`config.mk`:
```
export PLATFORM = sky130hd
export DESIGN_NAME = binary_neuron_accum
export DESIGN_NICKNAME = d
export VERILOG_FILES = /design/src/rtl/bnn_pkg.sv /design/src/rtl/binary_adder_tree.sv /design/src/rtl/binary_neuron_accum.sv
export SDC_FILE = /design/constraint.sdc
export NUM_CORES = 1
export LEC_CHECK = 0
export ABC_CLOCK_PERIOD_IN_PS = 10100
export BUFFER_PORTS_ARGS = -buffer_cell sky130_fd_sc_hd__buf_2
export CAP_MARGIN = 25
export CORE_ASPECT_RATIO = 0.75
export CORE_UTILIZATION = 35
export CTS_BUF_LIST = sky130_fd_sc_hd__clkbuf_2
export DETAILED_ROUTE_END_ITERATION = 16
export PLACE_DENSITY = 0.48
export RECOVER_POWER = 25
export SYNTH_ARGS = -nofsm -noshare
export SYNTH_HDL_FRONTEND = slang
export SYNTH_SLANG_ARGS = --single-unit
```
`constraint.sdc`:
```
create_clock -name clk -period 10.1 [get_ports clk]
set_clock_uncertainty 0.2 [all_clocks]
set_input_delay 0.505 -clock clk [delete_from_list [all_inputs] [get_ports clk]]
set_output_delay 0.505 -clock clk [all_outputs]
set_load 0.05 [all_outputs]
```
`src/rtl/bnn_pkg.sv`:
```
// bnn_pkg: shared types and helpers for the binary-weight neuron.
//   state_e    - neuron control states
//   sat_t      - clamped value plus a flag that is set when clamping happened
//   tree_depth - number of adder-tree levels (ceil log2)
//   sat_signed - clamp a signed value to a narrower signed width
package bnn_pkg;

  typedef enum logic [1:0] {StIdle, StAccum, StDrain, StHold} state_e;

  typedef struct packed {
    logic signed [63:0] val;
    logic               sat;
  } sat_t;

  function automatic int unsigned tree_depth(input int unsigned n);
    int unsigned d;
    d = 0;
    for (int unsigned p = 1; p < n; p = p << 1) d++;
    return d;
  endfunction

  // Treats the low from_w bits of value as signed, then clamps to to_w bits.
  function automatic sat_t sat_signed(input logic signed [63:0] value,
                                      input int unsigned from_w,
                                      input int unsigned to_w);
    logic signed [63:0] v, hi, lo;
    sat_t r;
    v = (value <<< (64 - from_w)) >>> (64 - from_w);
    hi = (64'sd1 <<< (to_w - 1)) - 64'sd1;
    lo = -(64'sd1 <<< (to_w - 1));
    r.val = v;
    r.sat = 1'b0;
    if (v > hi) begin
      r.val = hi;
      r.sat = 1'b1;
    end else if (v < lo) begin
      r.val = lo;
      r.sat = 1'b1;
    end
    return r;
  endfunction

endpackage

```
`src/rtl/binary_adder_tree.sv`:
```
// binary_adder_tree: fully registered, non-stallable signed reduction tree.
//   clk, rst            - clock, asynchronous active-low reset
//   in_valid, in_last   - beat flags, carried alongside the data
//   in_data             - LANES signed operands of IN_W bits
//   out_valid, out_last - flags delayed by the tree depth
//   out_sum             - signed sum, IN_W + clog2(LANES) bits
// Nodes use heap numbering: node i adds children 2i and 2i+1, node 1 is the
// root, indices >= LANES are the (unregistered) leaves.
module binary_adder_tree
  import bnn_pkg::*;
#(
  parameter int unsigned LANES = 16,
  parameter int unsigned IN_W  = 9,
  localparam int unsigned DEPTH = tree_depth(LANES),
  localparam int unsigned OUT_W = IN_W + DEPTH
) (
  input  logic                         clk,
  input  logic                         rst,
  input  logic                         in_valid,
  input  logic                         in_last,
  input  logic [LANES-1:0][IN_W-1:0]   in_data,
  output logic                         out_valid,
  output logic                         out_last,
  output logic signed [OUT_W-1:0]      out_sum
);

  logic signed [OUT_W-1:0] leaf  [LANES];
  logic signed [OUT_W-1:0] sum_q [1:LANES-1];
  logic [DEPTH-1:0]        vld_q, lst_q;

  always_comb begin
    for (int i = 0; i < LANES; i++) begin
      leaf[i] = OUT_W'($signed(in_data[i]));
    end
  end

  for (genvar i = 1; i < LANES; i++) begin : g_node
    logic signed [OUT_W-1:0] a, b;
    if (2 * i >= LANES) begin : g_leaf
      assign a = leaf[2*i-LANES];
      assign b = leaf[2*i+1-LANES];
    end else begin : g_inner
      assign a = sum_q[2*i];
      assign b = sum_q[2*i+1];
    end
    always_ff @(posedge clk or negedge rst) begin
      if (!rst) sum_q[i] <= '0;
      else      sum_q[i] <= a + b;
    end
  end

  always_ff @(posedge clk or negedge rst) begin
    if (!rst) begin
      vld_q <= '0;
      lst_q <= '0;
    end else begin
      vld_q <= DEPTH'({vld_q, in_valid});
      lst_q <= DEPTH'({lst_q, in_last});
    end
  end

  assign out_valid = vld_q[DEPTH-1];
  assign out_last  = lst_q[DEPTH-1];
  assign out_sum   = sum_q[1];

endmodule

```
`src/rtl/binary_neuron_accum.sv`:
```
// binary_neuron_accum: pipelined binary-weight neuron with beat accumulation.
//   clk, rst                    - clock, asynchronous active-low reset
//   in_valid/in_ready/in_last   - beat handshake; in_last marks the final beat
//   input_neuron, weight_bits   - LANES signed activations, 1 = +x, 0 = -x
//   bias                        - sampled on the first accepted beat
//   out_valid/out_ready         - result handshake, result held until taken
//   out_data, out_sat, acc_ovf  - saturated result, clamp flag, overflow flag
// Optional build macro: BNN_RELU_EN clamps negative results to zero.
// Pipeline: product register, clog2(LANES) tree levels, accumulate register,
// then bias/saturate into the output register.
module binary_neuron_accum
  import bnn_pkg::*;
#(
  parameter int unsigned LANES     = 16,
  parameter int unsigned DATA_W    = 8,
  parameter int unsigned ACC_W     = 20,
  parameter int unsigned MAX_BEATS = 64
) (
  input  logic                        clk,
  input  logic                        rst,
  input  logic                        in_valid,
  output logic                        in_ready,
  input  logic                        in_last,
  input  logic [LANES-1:0][DATA_W-1:0] input_neuron,
  input  logic [LANES-1:0]            weight_bits,
  input  logic [ACC_W-1:0]            bias,
  output logic                        out_valid,
  input  logic                        out_ready,
  output logic [DATA_W-1:0]           out_data,
  output logic                        out_sat,
  output logic                        acc_ovf
);

  localparam int unsigned PROD_W = DATA_W + 1;
  localparam int unsigned SUM_W  = PROD_W + tree_depth(LANES);
  localparam int unsigned CNT_W  = $clog2(MAX_BEATS + 1);

  state_e state_q, state_d;

  logic             accept, first, hit, last_eff;
  logic [CNT_W-1:0] cnt_q, cnt_next;

  assign accept   = in_valid & in_ready;
  assign first    = accept & (state_q == StIdle);
  assign cnt_next = (state_q == StIdle) ? CNT_W'(1) : cnt_q + CNT_W'(1);
  assign hit      = (cnt_next == CNT_W'(MAX_BEATS));
  assign last_eff = in_last | hit;

  // Per-neuron bookkeeping captured at beat acceptance.
  logic signed [ACC_W-1:0] bias_q;
  logic                    force_q;

  always_ff @(posedge clk or negedge rst) begin
    if (!rst) begin
      cnt_q   <= '0;
      bias_q  <= '0;
      force_q <= 1'b0;
    end else if (accept) begin
      cnt_q   <= cnt_next;
      force_q <= (first ? 1'b0 : force_q) | (hit & ~in_last);
      if (first) bias_q <= $signed(bias);
    end
  end

  // Product stage: the 9-bit width makes -(-128) land on +128 without wrap.
  logic [LANES-1:0][PROD_W-1:0] prod_d, prod_q;
  logic                         prod_vld_q, prod_last_q;

  always_comb begin
    for (int i = 0; i < LANES; i++) begin
      prod_d[i] = PROD_W'($signed(input_neuron[i]));
      if (!weight_bits[i]) prod_d[i] = -prod_d[i];
    end
  end

  always_ff @(posedge clk or negedge rst) begin
    if (!rst) begin
      prod_q      <= '0;
      prod_vld_q  <= 1'b0;
      prod_last_q <= 1'b0;
    end else begin
      prod_vld_q  <= accept;
      prod_last_q <= accept & last_eff;
      if (accept) prod_q <= prod_d;
    end
  end

  logic                    tree_vld, tree_last;
  logic signed [SUM_W-1:0] tree_sum;

  binary_adder_tree #(
    .LANES (LANES),
    .IN_W  (PROD_W)
  ) u_tree (
    .clk       (clk),
    .rst       (rst),
    .in_valid  (prod_vld_q),
    .in_last   (prod_last_q),
    .in_data   (prod_q),
    .out_valid (tree_vld),
    .out_last  (tree_last),
    .out_sum   (tree_sum)
  );

  // Accumulate stage; fin_q flags that the final beat has been folded in.
  logic signed [ACC_W-1:0] acc_q;
  logic                    ovf_q, fin_q;
  sat_t                    acc_sat, fin_sat, res_sat;
  logic                    unused_sat;

  always_comb begin
    acc_sat = sat_signed(64'(acc_q) + 64'(tree_sum), ACC_W + 1, ACC_W);
    fin_sat = sat_signed(64'(acc_q) + 64'(bias_q), ACC_W + 1, ACC_W);
    res_sat = sat_signed(fin_sat.val, ACC_W, DATA_W);
`ifdef BNN_RELU_EN
    if (res_sat.val < 0) begin
      res_sat.val = '0;
      res_sat.sat = 1'b0;
    end
`endif
  end

  assign unused_sat = ^{acc_sat.val[63:ACC_W], fin_sat.sat, res_sat.val[63:DATA_W]};

  always_ff @(posedge clk or negedge rst) begin
    if (!rst) begin
      acc_q <= '0;
      ovf_q <= 1'b0;
      fin_q <= 1'b0;
    end else begin
      fin_q <= tree_vld & tree_last;
      if (first) begin
        acc_q <= '0;
        ovf_q <= 1'b0;
      end else if (tree_vld) begin
        acc_q <= ACC_W'(acc_sat.val);
        ovf_q <= ovf_q | acc_sat.sat;
      end
    end
  end

  // Output register, loaded only once per neuron so it is stable in StHold.
  logic [DATA_W-1:0] out_data_q;
  logic              out_sat_q, acc_ovf_q;

  always_ff @(posedge clk or negedge rst) begin
    if (!rst) begin
      out_data_q <= '0;
      out_sat_q  <= 1'b0;
      acc_ovf_q  <= 1'b0;
    end else if (fin_q) begin
      out_data_q <= DATA_W'(res_sat.val);
      out_sat_q  <= res_sat.sat;
      acc_ovf_q  <= ovf_q | force_q;
    end
  end

  assign out_data = out_data_q;
  assign out_sat  = out_sat_q;
  assign acc_ovf  = acc_ovf_q;

  // Control FSM.
  always_ff @(posedge clk or negedge rst) begin
    if (!rst) state_q <= StIdle;
    else      state_q <= state_d;
  end

  always_comb begin
    state_d = state_q;
    unique case (state_q)
      StIdle:  if (accept) state_d = last_eff ? StDrain : StAccum;
      StAccum: if (accept && last_eff) state_d = StDrain;
      StDrain: if (fin_q) state_d = StHold;
      StHold:  if (out_ready) state_d = StIdle;
      default: state_d = StIdle;
    endcase
  end

  always_comb begin
    in_ready  = (state_q == StIdle) || (state_q == StAccum);
    out_valid = (state_q == StHold);
  end

endmodule
```
==> impl_metrics.yaml, run 1 <==
setup_path:
  cp_slowest_stage_delay_ns: 2.91
  rrSetupSlack_ns: 5.62
  worstPathCellList: "dlygate4sd3_1, dlygate4sd3_1, clkbuf_1, clkbuf_1"
  path_class: "in2async"
  crit_family: "buffers and inverters"
  r2r_cells: 10
  critPathMaxFanout: 74
  crit_path_end_kind: "async pin"
  critical_path.slowest_cell: "clkbuf_1"
  critical_path_buf_inv_count: 4
  cp-start-kind: "input pin"
  timing.rr.end: "acc_q[16]$_DFFE_PN0P_"
  r2r-start: "acc_q[1]$_DFFE_PN0P_"
  worstPathArrival_ns: 4.99
  cp_data_required_time_ns: 10.12
detailed_routing:
  routed_wl_um: 55300
  drcViolationCount: 0
  routed_via_density: 4.66
  wl_per_cell_um: 14.0
  first_pass_iters: 5
  via_count: 18348
  ant_nets: 0
  drt_iter0_markers: 906
power:
  ir_drop_mv: 0.113
  p_leak_nw: 14.0
  power_density_mw_per_mm2: 312
clock_network:
  cts.sinks: 383
  post_cts_resized: 0
  clkTransAtPathRegs_ns: 0.09
  clock_tree.root_cell: "clkbuf_2"
  cts_buffer_depth: 3
  cts_setup_buffers: 0
  cts_max_level: 3
  numCtsBuffers: 102
  clock_latency_ns: 1.13
  cts_tree: "yes"
sta:
  finalMaxSlewViolations: 138
  fmaxAchievable_mhz: 201
  hold_violations: 0
  grt_setup_unrepaired: "false"
  finalSetupTns_ns: 0
  maxSlewHeadroom_pct: -172
  finalCriticalPeriod_ns: 4.97
  setup_viol: 0
  fin_ws_ns: 5.13
  worst_pin_slew_ns: 4.09
  min_period_over_period_pct: 49.2
job:
  cap_violations: 2
worst_hold_path:
  min_path_type: "reg2reg"
  hp-start: "prod_last_q$_DFF_PN0_"
  holdPathStages: 0
  hold_path_end: "u_tree.lst_q[0]$_DFF_PN0_"
grt:
  grt_pass1_vias: 18855
  busiest_layer: "met2"
  grt_pass1_wl_um: 91700
  grt.met2_usage_pct: 27.7
  overflow: 0
  antenna_found_initial: 2
  grt_usage_pct: 17.3
  met3_usage_pct: 3.61
  grt_max_degree: 165
  grtUsageMet1_pct: 23.7
finish:
  area_growth_pct: 32.1
  num-fill-cells: 5964
  fin_nets: 3405
  drive_above_1_share_pct: 12.1
  regArea_mm2: 0.00958
  multiInputGateArea_mm2: 0.0117
placement:
  pre_cts_slack_ns: 5.65
  io_buffers: 180
  hpwl_um: 36600
  gp_congestion: 0.805
logic_synthesis:
  syn_area_mm2: 0.0223
  yosysMostFrequentCell: "dfrtp_1"
  yosys-top-cells-count: "dfrtp_1 (383), nand2_1 (230), o21ai_0 (220), ha_1 (208), inv_1 (203)"
  yosysTopAreaCell: "dfrtp_1"
  yosysSeqAreaShare_pct: 43.0
  ys_warn_count: 0
  synthCells: 2337
  synth.net_count: 2731
  postSynth.asyncResetShare_pct: 100
  synth_top_area_share_pct: 43.0
  synth_edf_count: 0
  ys.flop_type: "dfrtp_1"
  synth_area_leaders: "dfrtp_1 (43%), ha_1 (12%), xnor2_1 (7.5%)"
  synthDistinctLibCells: 70
  ys_ff_latch: 383
  syn_area_per_cell_um2: 9.54
outcome:
  status: "finished, violations left"
  violations: "capacitance limit, slew limit"
floorplan:
  die_h_um: 221
  rows: 79
  initial_core_util_pct: 35.7
  ioPinCount: 181
  die_area_mm2: 0.0647
  die_w_um: 293
  core_mm2: 0.0625
## kinds of logic after synthesis
kind of cell | Yosys count | synth area share (%)
flops | 383 | 43.0
mux | 44 | 2.09
simple gates | 556 | 11.0
buf+inv | 271 | 4.66
xor+xnor | 231 | 9.07
compound gates | 627 | 17.0
fa+ha+maj | 225 | 13.2
## cell type report
class	instances	share of cell area [%]
clock buffer	137	2.33
timing repair buffer	638	18.6
inverter	203	2.59
sequential	383	32.5
clock inverter	42	0.654
multi-input combinational	1683	39.7
antenna	5	0.0425
tap	850	3.61
## worst max-delay path by stage
stage                         startpoint  slack (ns)                           to  depth (start not counted)
floorplan           acc_q[0]$_DFFE_PN0P_        6.54          out_sat$_DFFE_PN0P_                         13
global placement    acc_q[1]$_DFFE_PN0P_        5.85         acc_q[2]$_DFFE_PN0P_                         10
detailed placement  acc_q[1]$_DFFE_PN0P_        5.65        acc_q[14]$_DFFE_PN0P_                         10
CTS                 acc_q[1]$_DFFE_PN0P_        5.66        acc_q[16]$_DFFE_PN0P_                         10
global route                         rst        4.29  u_tree.out_sum[4]$_DFF_PN0_                          4
finish                               rst        5.13        acc_q[18]$_DFFE_PN0P_                          4
## metal layers
| metal | up-vias | wire length (µm) |
|---|---|---|
| li1 | 9421 | - |
| met1 | 8575 | 27400 |
| met2 | 269 | 25000 |
| met3 | 83 | 1850 |
| met4 | 0 | 960 |
| met5 | - | 0 |
## power breakdown
group          internal [mW]  leakage (nW)  switching (mW)  total [mW]
clock network          0.396         0.672           0.676        1.07
logic                   2.39          8.70            2.88        5.26
registers               2.36          4.63           0.488        2.85
## placed cells by master (no fill, tap or decap), types with 23 or more instances in the layout
master,n
a21o_1,50
a21oi_1,169
buf_2,179
clkbuf_2,137
clkinv_1,31
dfrtp_1,383
dlygate4sd3_1,450
ha_1,208
inv_1,203
mux2i_1,23
nand2_1,229
nand2b_1,29
nor2_1,162
nor2b_1,23
nor3_1,47
o211ai_1,30
o21ai_0,220
o21bai_1,51
xnor2_1,192
xor2_1,39
## metrics by stage
| step | power, mW | cell area [µm²] | hold WS, ns | instances | utilization [%] |
|---|---|---|---|---|---|
| 2_1_floorplan | 6.71 | 22300 | 0.00941 | 2337 | - |
| 3_3_place_gp | 7.86 | 24100 | 0.132 | 3305 | 38.5 |
| 3_5_place_dp | 7.93 | 24100 | 0.135 | 3305 | 38.5 |
| 4_1_cts | 9.31 | 29500 | 0.000598 | 3935 | 47.2 |
| 5_1_grt | 10.2 | 29500 | 0.00341 | 3941 | 47.1 |
| 6_report | 9.18 | 29500 | 0.155 | 3941 | 47.1 |
## worst reg2reg max path: stages, from the launching register on
cell,delay (ns)
dfrtp_1,0.47
ha_1,0.30
a21o_1,0.18
a21o_1,0.20
a2111oi_0,0.72
o21ai_0,0.32
a21boi_0,0.50
o21bai_1,0.26
o21a_1,0.29
o21ai_2,0.67
o211ai_1,0.18
## state kept, by name (all words and copies together), names as in the netlist
name / cells
acc_ovf: 1
acc_q: 20
bias_q: 20
cnt_q: 7
fin_q: 1
force_q: 1
out_data: 8
out_sat: 1
ovf_q: 1
prod_last_q: 1
prod_q: 144
prod_vld_q: 1
state_q: 2
u_tree.g_node.a: 77
u_tree.g_node.b: 77
u_tree.lst_q: 4
u_tree.out_sum: 13
u_tree.vld_q: 4
## repair_timing
| action | 4_1_cts | 5_1_grt |
|---|---|---|
| hold buffers | 451 | 0 |
| hold endpoints to repair | 577 | 0 |
| endpoints found under the setup margin | 0 | 0 |
Power figures use the tool's default switching activity.
==> inputs of run 2 (changes only) <==
--- a/config.mk
+++ b/config.mk
@@ -5,7 +5,7 @@
 export SDC_FILE = /design/constraint.sdc
 export NUM_CORES = 1
 export LEC_CHECK = 0
-export ABC_CLOCK_PERIOD_IN_PS = 10100
+export ABC_CLOCK_PERIOD_IN_PS = 4640
 export BUFFER_PORTS_ARGS = -buffer_cell sky130_fd_sc_hd__buf_2
 export CAP_MARGIN = 25
 export CORE_ASPECT_RATIO = 0.75
==> constraint.sdc (replaced) <==
create_clock -name clk -period 4.64 [get_ports clk]
set_clock_uncertainty 0.2 [all_clocks]
set_input_delay 0.232 -clock clk [delete_from_list [all_inputs] [get_ports clk]]
set_output_delay 0.232 -clock clk [all_outputs]
set_load 0.05 [all_outputs]
==> run 2 against run 1 <==
Against the previous run:
- the flow still finishes with violations (capacitance limit, slew limit)
- via count increased by 4.3%
- critical path depth up 7
- cell count increased by 3.7%
- largest cell class unchanged
==> impl_metrics.yaml, run 2 (synthesized netlist as in run 1, its figures left out) <==
floorplan:
  die_h_um: 221
  core_mm2: 0.0625
  die_area_mm2: 0.0647
  initial_core_util_pct: 35.7
  die_w_um: 293
  ioPinCount: 181
  rows: 79
sta:
  fin_ws_ns: 0.661
  min_period_over_period_pct: 85.7
  finalCriticalPeriod_ns: 3.98
  maxSlewHeadroom_pct: -79.0
  worst_pin_slew_ns: 2.68
  hold_violations: 0
  finalMaxSlewViolations: 342
  fmaxAchievable_mhz: 251
  finalSetupTns_ns: 0
  setup_viol: 0
  grt_setup_unrepaired: "false"
outcome:
  status: "finished, violations left"
  violations: "capacitance limit, slew limit"
detailed_routing:
  ant_nets: 0
  wl_met1_um: 28200
  met3WireLength_um: 2000
  routed_wl_um: 57600
  drcViolationCount: 0
  wl_met2_um: 25900
  drt_iter0_markers: 821
  via_count: 19139
  top_layer_used: "met4"
  wl_per_cell_um: 14.1
  routed_via_density: 4.68
  first_pass_iters: 5
clock_network:
  numCtsBuffers: 104
  cts.sinks: 383
  clock_latency_ns: 1.11
  clkTransAtPathRegs_ns: 0.10
  post_cts_resized: 0
  cts_tree: "yes"
  cts_setup_buffers: 0
  cts_buffer_depth: 3
  cts_max_level: 3
  clock_tree.root_cell: "clkbuf_2"
setup_path:
  critical_path.slowest_cell: "a2111oi_0"
  worstPathCellList: "ha_1, a21o_1, a21o_1, a2111oi_0, o21ai_0, a21boi_0, buf_4, o21bai_1, o31ai_1, a31o_2, o21ai_0"
  crit_path_end_kind: "register"
  cp-start-kind: "register"
  cp_slowest_stage_delay_ns: 0.73
  worstPathArrival_ns: 4.71
  cp_data_required_time_ns: 5.37
  critPathMaxFanout: 19
  path_class: "reg2reg"
  critical_path_buf_inv_count: 1
  crit_family: "compound AO/OA/AOI/OAI gates"
finish:
  regArea_mm2: 0.00958
  area_growth_pct: 38.5
  fin_nets: 3546
  num-fill-cells: 5818
  regMostFlops: "prod_q"
  largest_register_ffs: 144
  multiInputGateArea_mm2: 0.0117
  final_cell_mix: "dlygate4sd3_1 (582), dfrtp_1 (383), nand2_1 (229)"
  layout_commonest_cell: "dlygate4sd3_1"
  drive_above_1_share_pct: 12.4
placement:
  gp_congestion: 0.833
  pre_cts_slack_ns: 0.719
  io_buffers: 180
  hpwl_um: 37200
job:
  cap_violations: 4
worst_hold_path:
  min_path_type: "reg2reg"
grt:
  overflow: 0
  grt_pass1_vias: 19464
  grt_usage_pct: 18.1
  antenna_found_initial: 3
  grt_max_degree: 126
  grt_pass1_wl_um: 95400
power:
  p_leak_nw: 14.7
  ir_drop_mv: 0.327
  power_density_mw_per_mm2: 684
## run 2: layout make-up
type | instances | share of cell area (%)
clock inverters | 25 | 0.445
multi-input cells | 1683 | 37.8
clock buffers | 159 | 2.58
repair buffers | 777 | 22.2
flip-flops and latches | 383 | 31.0
inverters | 203 | 2.47
well taps | 850 | 3.44
diodes | 6 | 0.0486
## run 2: per-stage QoR
| step | utilization, % | hold slack (ns) | total power [mW] | cell area [µm²] | cells |
|---|---|---|---|---|---|
| after floorplan | - | -0.264 | 14.6 | 22300 | 2337 |
| after global placement | 38.7 | 0.132 | 17.2 | 24200 | 3313 |
| after detailed placement | 38.7 | 0.136 | 17.3 | 24200 | 3313 |
| after CTS | 49.5 | 0.00905 | 21.3 | 31000 | 4080 |
| after global routing | 49.5 | 0.0790 | 23.3 | 30900 | 4086 |
| final | 49.5 | 0.154 | 21.1 | 30900 | 4086 |
## run 2: worst register-to-register path, cell delays in order (launching register included)
cell and delay (ns):
dfrtp_1 0.46, ha_1 0.31, a21o_1 0.18, a21o_1 0.21, a2111oi_0 0.73, o21ai_0 0.32
a21boi_0 0.23, buf_4 0.15, o21bai_1 0.16, o31ai_1 0.27, a31o_2 0.44, o21ai_0 0.19
## run 2: path summary, 6_finish.rpt
check	startpoint	end	slack (ns)	cells past startpoint
setup / recovery	acc_q[1]$_DFFE_PN0P_	acc_q[0]$_DFFE_PN0P_	0.66	11
hold / removal	u_tree.vld_q[2]$_DFF_PN0_	u_tree.vld_q[3]$_DFF_PN0_	0.15	0
setup reg to reg	acc_q[1]$_DFFE_PN0P_	acc_q[0]$_DFFE_PN0P_	0.66	11
hold reg to reg	u_tree.vld_q[2]$_DFF_PN0_	u_tree.vld_q[3]$_DFF_PN0_	0.15	0
max in group asynchronous	rst	prod_q[32]$_DFFE_PN0P_	1.07	4
min in group asynchronous	rst	prod_q[102]$_DFFE_PN0P_	0.73	4
## run 2: repair_timing
item | CTS | global route
hold endpoints to repair | 578 | 0
setup endpoints to repair | 0 | 0
hold buffers | 583 | 0
## run 2: where the power goes
group	switching [mW]	internal, mW	leakage, nW
sequential	1.09	5.14	4.63
combinational	6.45	6.01	9.40
clock	1.49	0.965	0.718
total	9.02	12.1	14.7
## run 2: routing by layer
metal  up-vias  global-route usage (%)
li1       9707                       -
met1      8983                    24.6
met2       327                    28.6
met3       122                    3.52
met4         0                    6.41
met5         -                       0
==> inputs of run 3 (changes only) <==
--- a/config.mk
+++ b/config.mk
@@ -5,7 +5,7 @@
 export SDC_FILE = /design/constraint.sdc
 export NUM_CORES = 1
 export LEC_CHECK = 0
-export ABC_CLOCK_PERIOD_IN_PS = 4640
+export ABC_CLOCK_PERIOD_IN_PS = 4800
 export BUFFER_PORTS_ARGS = -buffer_cell sky130_fd_sc_hd__buf_2
 export CAP_MARGIN = 25
 export CORE_ASPECT_RATIO = 0.75
==> constraint.sdc (replaced) <==
create_clock -name clk -period 4.8 [get_ports clk]
set_clock_uncertainty 0.2 [all_clocks]
set_input_delay 0.24 -clock clk [delete_from_list [all_inputs] [get_ports clk]]
set_output_delay 0.24 -clock clk [all_outputs]
set_load 0.05 [all_outputs]
==> run 3 against run 2 <==
Against the previous run:
- the flow still finishes with violations (capacitance limit, slew limit)
- register-to-register slack got worse by 0.04 ns
- first-iteration DRC count fell by 9.4%
- critical endpoint is now acc_q[18]$_DFFE_PN0P_
- worst hold slack improved by 0.0039 ns
- via count is 0.36% higher
- final area down 0.36%
- total power down 4.1%
==> impl_metrics.yaml, run 3 (synthesized netlist as in run 1, its figures left out) <==
setup_path:
  worstPathCellList: "ha_1, a21o_1, a21o_1, a2111oi_0, o21ai_0, a21boi_0, buf_4, o21bai_1, o21a_1, o21ai_2, buf_4, o211ai_1"
  timing.rr.end: "acc_q[18]$_DFFE_PN0P_"
  r2r-start: "acc_q[1]$_DFFE_PN0P_"
  startpoint: "acc_q[1]$_DFFE_PN0P_"
  cp-start-kind: "register"
  critical_path_buf_inv_count: 2
  cp_slowest_stage_delay_ns: 0.75
  rrSetupSlack_ns: 0.62
  crit_family: "compound AO/OA/AOI/OAI gates"
  cp_data_required_time_ns: 5.45
  worstPathArrival_ns: 4.83
  crit_path_end_kind: "register"
  critPathMaxFanout: 9
  path_class: "reg2reg"
  r2r_cells: 12
  critical_path.slowest_cell: "a2111oi_0"
power:
  seqPwrFrac_pct: 29.7
  switchingPower_mw: 8.65
  switching_share_pct: 42.7
  power_density_mw_per_mm2: 658
  p_leak_nw: 14.7
  clkPwrFrac_pct: 11.2
  p_total_mw: 20.3
  power_frac_comb_pct: 59.2
  p_int_mw: 11.6
  ir_drop_mv: 0.224
sta:
  worst_pin_slew_ns: 2.59
  finalSetupTns_ns: 0
  finalMaxSlewViolations: 387
  setup_viol: 0
  fmaxAchievable_mhz: 239
  grt_setup_unrepaired: "false"
  finalCriticalPeriod_ns: 4.18
  maxSlewHeadroom_pct: -72.9
  min_period_over_period_pct: 87.0
  hold_violations: 0
grt:
  grt_pass1_vias: 20010
  overflow: 0
  antenna_found_initial: 2
  grt_usage_pct: 18.4
  grt_max_degree: 108
  grt_pass1_wl_um: 97600
floorplan:
  core_mm2: 0.0625
  die_w_um: 293
  ioPinCount: 181
  rows: 79
  die_area_mm2: 0.0647
  initial_core_util_pct: 35.7
  die_h_um: 221
clock_network:
  clock_latency_ns: 1.07
  cts_max_level: 3
  cts_buffer_depth: 3
  cts.sinks: 383
  cts_setup_buffers: 0
  numCtsBuffers: 102
  clock_tree.root_cell: "clkbuf_2"
  clkTransAtPathRegs_ns: 0.10
  cts_tree: "yes"
finish:
  final_cells: 4066
  layout_commonest_cell: "dlygate4sd3_1"
  stdcell_area_mm2: 0.0308
  largest_register_ffs: 144
  fin_nets: 3540
  final_cell_mix: "dlygate4sd3_1 (579), dfrtp_1 (383), nand2_1 (229)"
  area_growth_pct: 38.1
  drive_above_1_share_pct: 12.1
  regMostFlops: "prod_q"
  fin_util_pct: 49.3
detailed_routing:
  drcViolationCount: 0
  routed_via_density: 4.72
  first_pass_iters: 5
  ant_nets: 0
  drt_iter0_markers: 744
  via_count: 19208
  wl_per_cell_um: 14.3
  routed_wl_um: 58200
outcome:
  status: "finished, violations left"
  violations: "capacitance limit, slew limit"
placement:
  io_buffers: 180
  place_inst: 3312
  gp_congestion: 0.811
  hpwl_um: 37400
  placed_cell_area_mm2: 0.0242
worst_hold_path:
  hold_path_end: "u_tree.vld_q[0]$_DFF_PN0_"
  min_path_type: "reg2reg"
  holdPathStages: 0
  hp-start: "prod_vld_q$_DFF_PN0_"
job:
  cap_violations: 4
## run 3: cell types whose count changed in the layout (fill, tap and decap cells not counted), sizes merged
| cell | before | now |
|---|---|---|
| clkinv | 20 | 19 |
| diode | 6 | 2 |
| clkbuf | 164 | 155 |
| dlygate4sd3 | 582 | 579 |
| clkinvlp | 2 | 0 |
| buf | 190 | 189 |
## run 3: cell type report
cell class,instances,area [µm²]
diodes,2,5.00
fillers,5855,31700
repair buffers,773,6820
well taps,850,1060
clock buffers,150,751
inverters,203,762
clock inverters,22,119
flip-flops and latches,383,9580
multi-input cells,1683,11700
## run 3: what timing repair did
item                      CTS  global route
hold endpoints to repair  577             0
gates resized for setup     0             0
hold buffers              580             0
## run 3: per-stage QoR
stage	hold slack (ns)	setup WS, ns
after detailed placement	0.120	0.627
after global placement	0.116	0.707
after CTS	0.00441	0.530
after global routing	0.133	0.0486
final	0.158	0.622
after floorplan	-0.256	1.24
## run 3: worst max-delay path by stage
stage	endpoint	slack (ns)	cells after the start
after global placement	acc_q[18]$_DFFE_PN0P_	0.71	12
after detailed placement	acc_q[18]$_DFFE_PN0P_	0.63	12
after floorplan	out_sat$_DFFE_PN0P_	1.24	13
final	acc_q[18]$_DFFE_PN0P_	0.62	12
after global routing	acc_q[15]$_DFFE_PN0P_	0.05	12
after CTS	acc_q[18]$_DFFE_PN0P_	0.53	12
## run 3: metal layers
metal  vias up  global-route usage (%)  routed length [µm]
li1       9684                       -                   -
met1      9108                    24.7               28100
met2       315                    29.9               26900
met3       101                    3.32                2070
met4         0                    5.87                1240
met5         -                       0                   0
## run 3: worst register-to-register path: stages (launching register included)
cell	delay [ns]
dfrtp_1	0.45
ha_1	0.30
a21o_1	0.17
a21o_1	0.20
a2111oi_0	0.75
o21ai_0	0.31
a21boi_0	0.23
buf_4	0.16
o21bai_1	0.16
o21a_1	0.27
o21ai_2	0.42
buf_4	0.26
o211ai_1	0.11
## run 3: power groups by stage
stage          logic, mW  registers, mW  clock network, mW
5_1_grt             13.7           6.19               2.57
2_1_floorplan       8.36           5.74                  0
6_report            12.0           6.01               2.26
4_1_cts             12.0           6.04               2.41
3_3_place_gp        10.5           6.08                  0
3_5_place_dp        10.7           6.09                  0
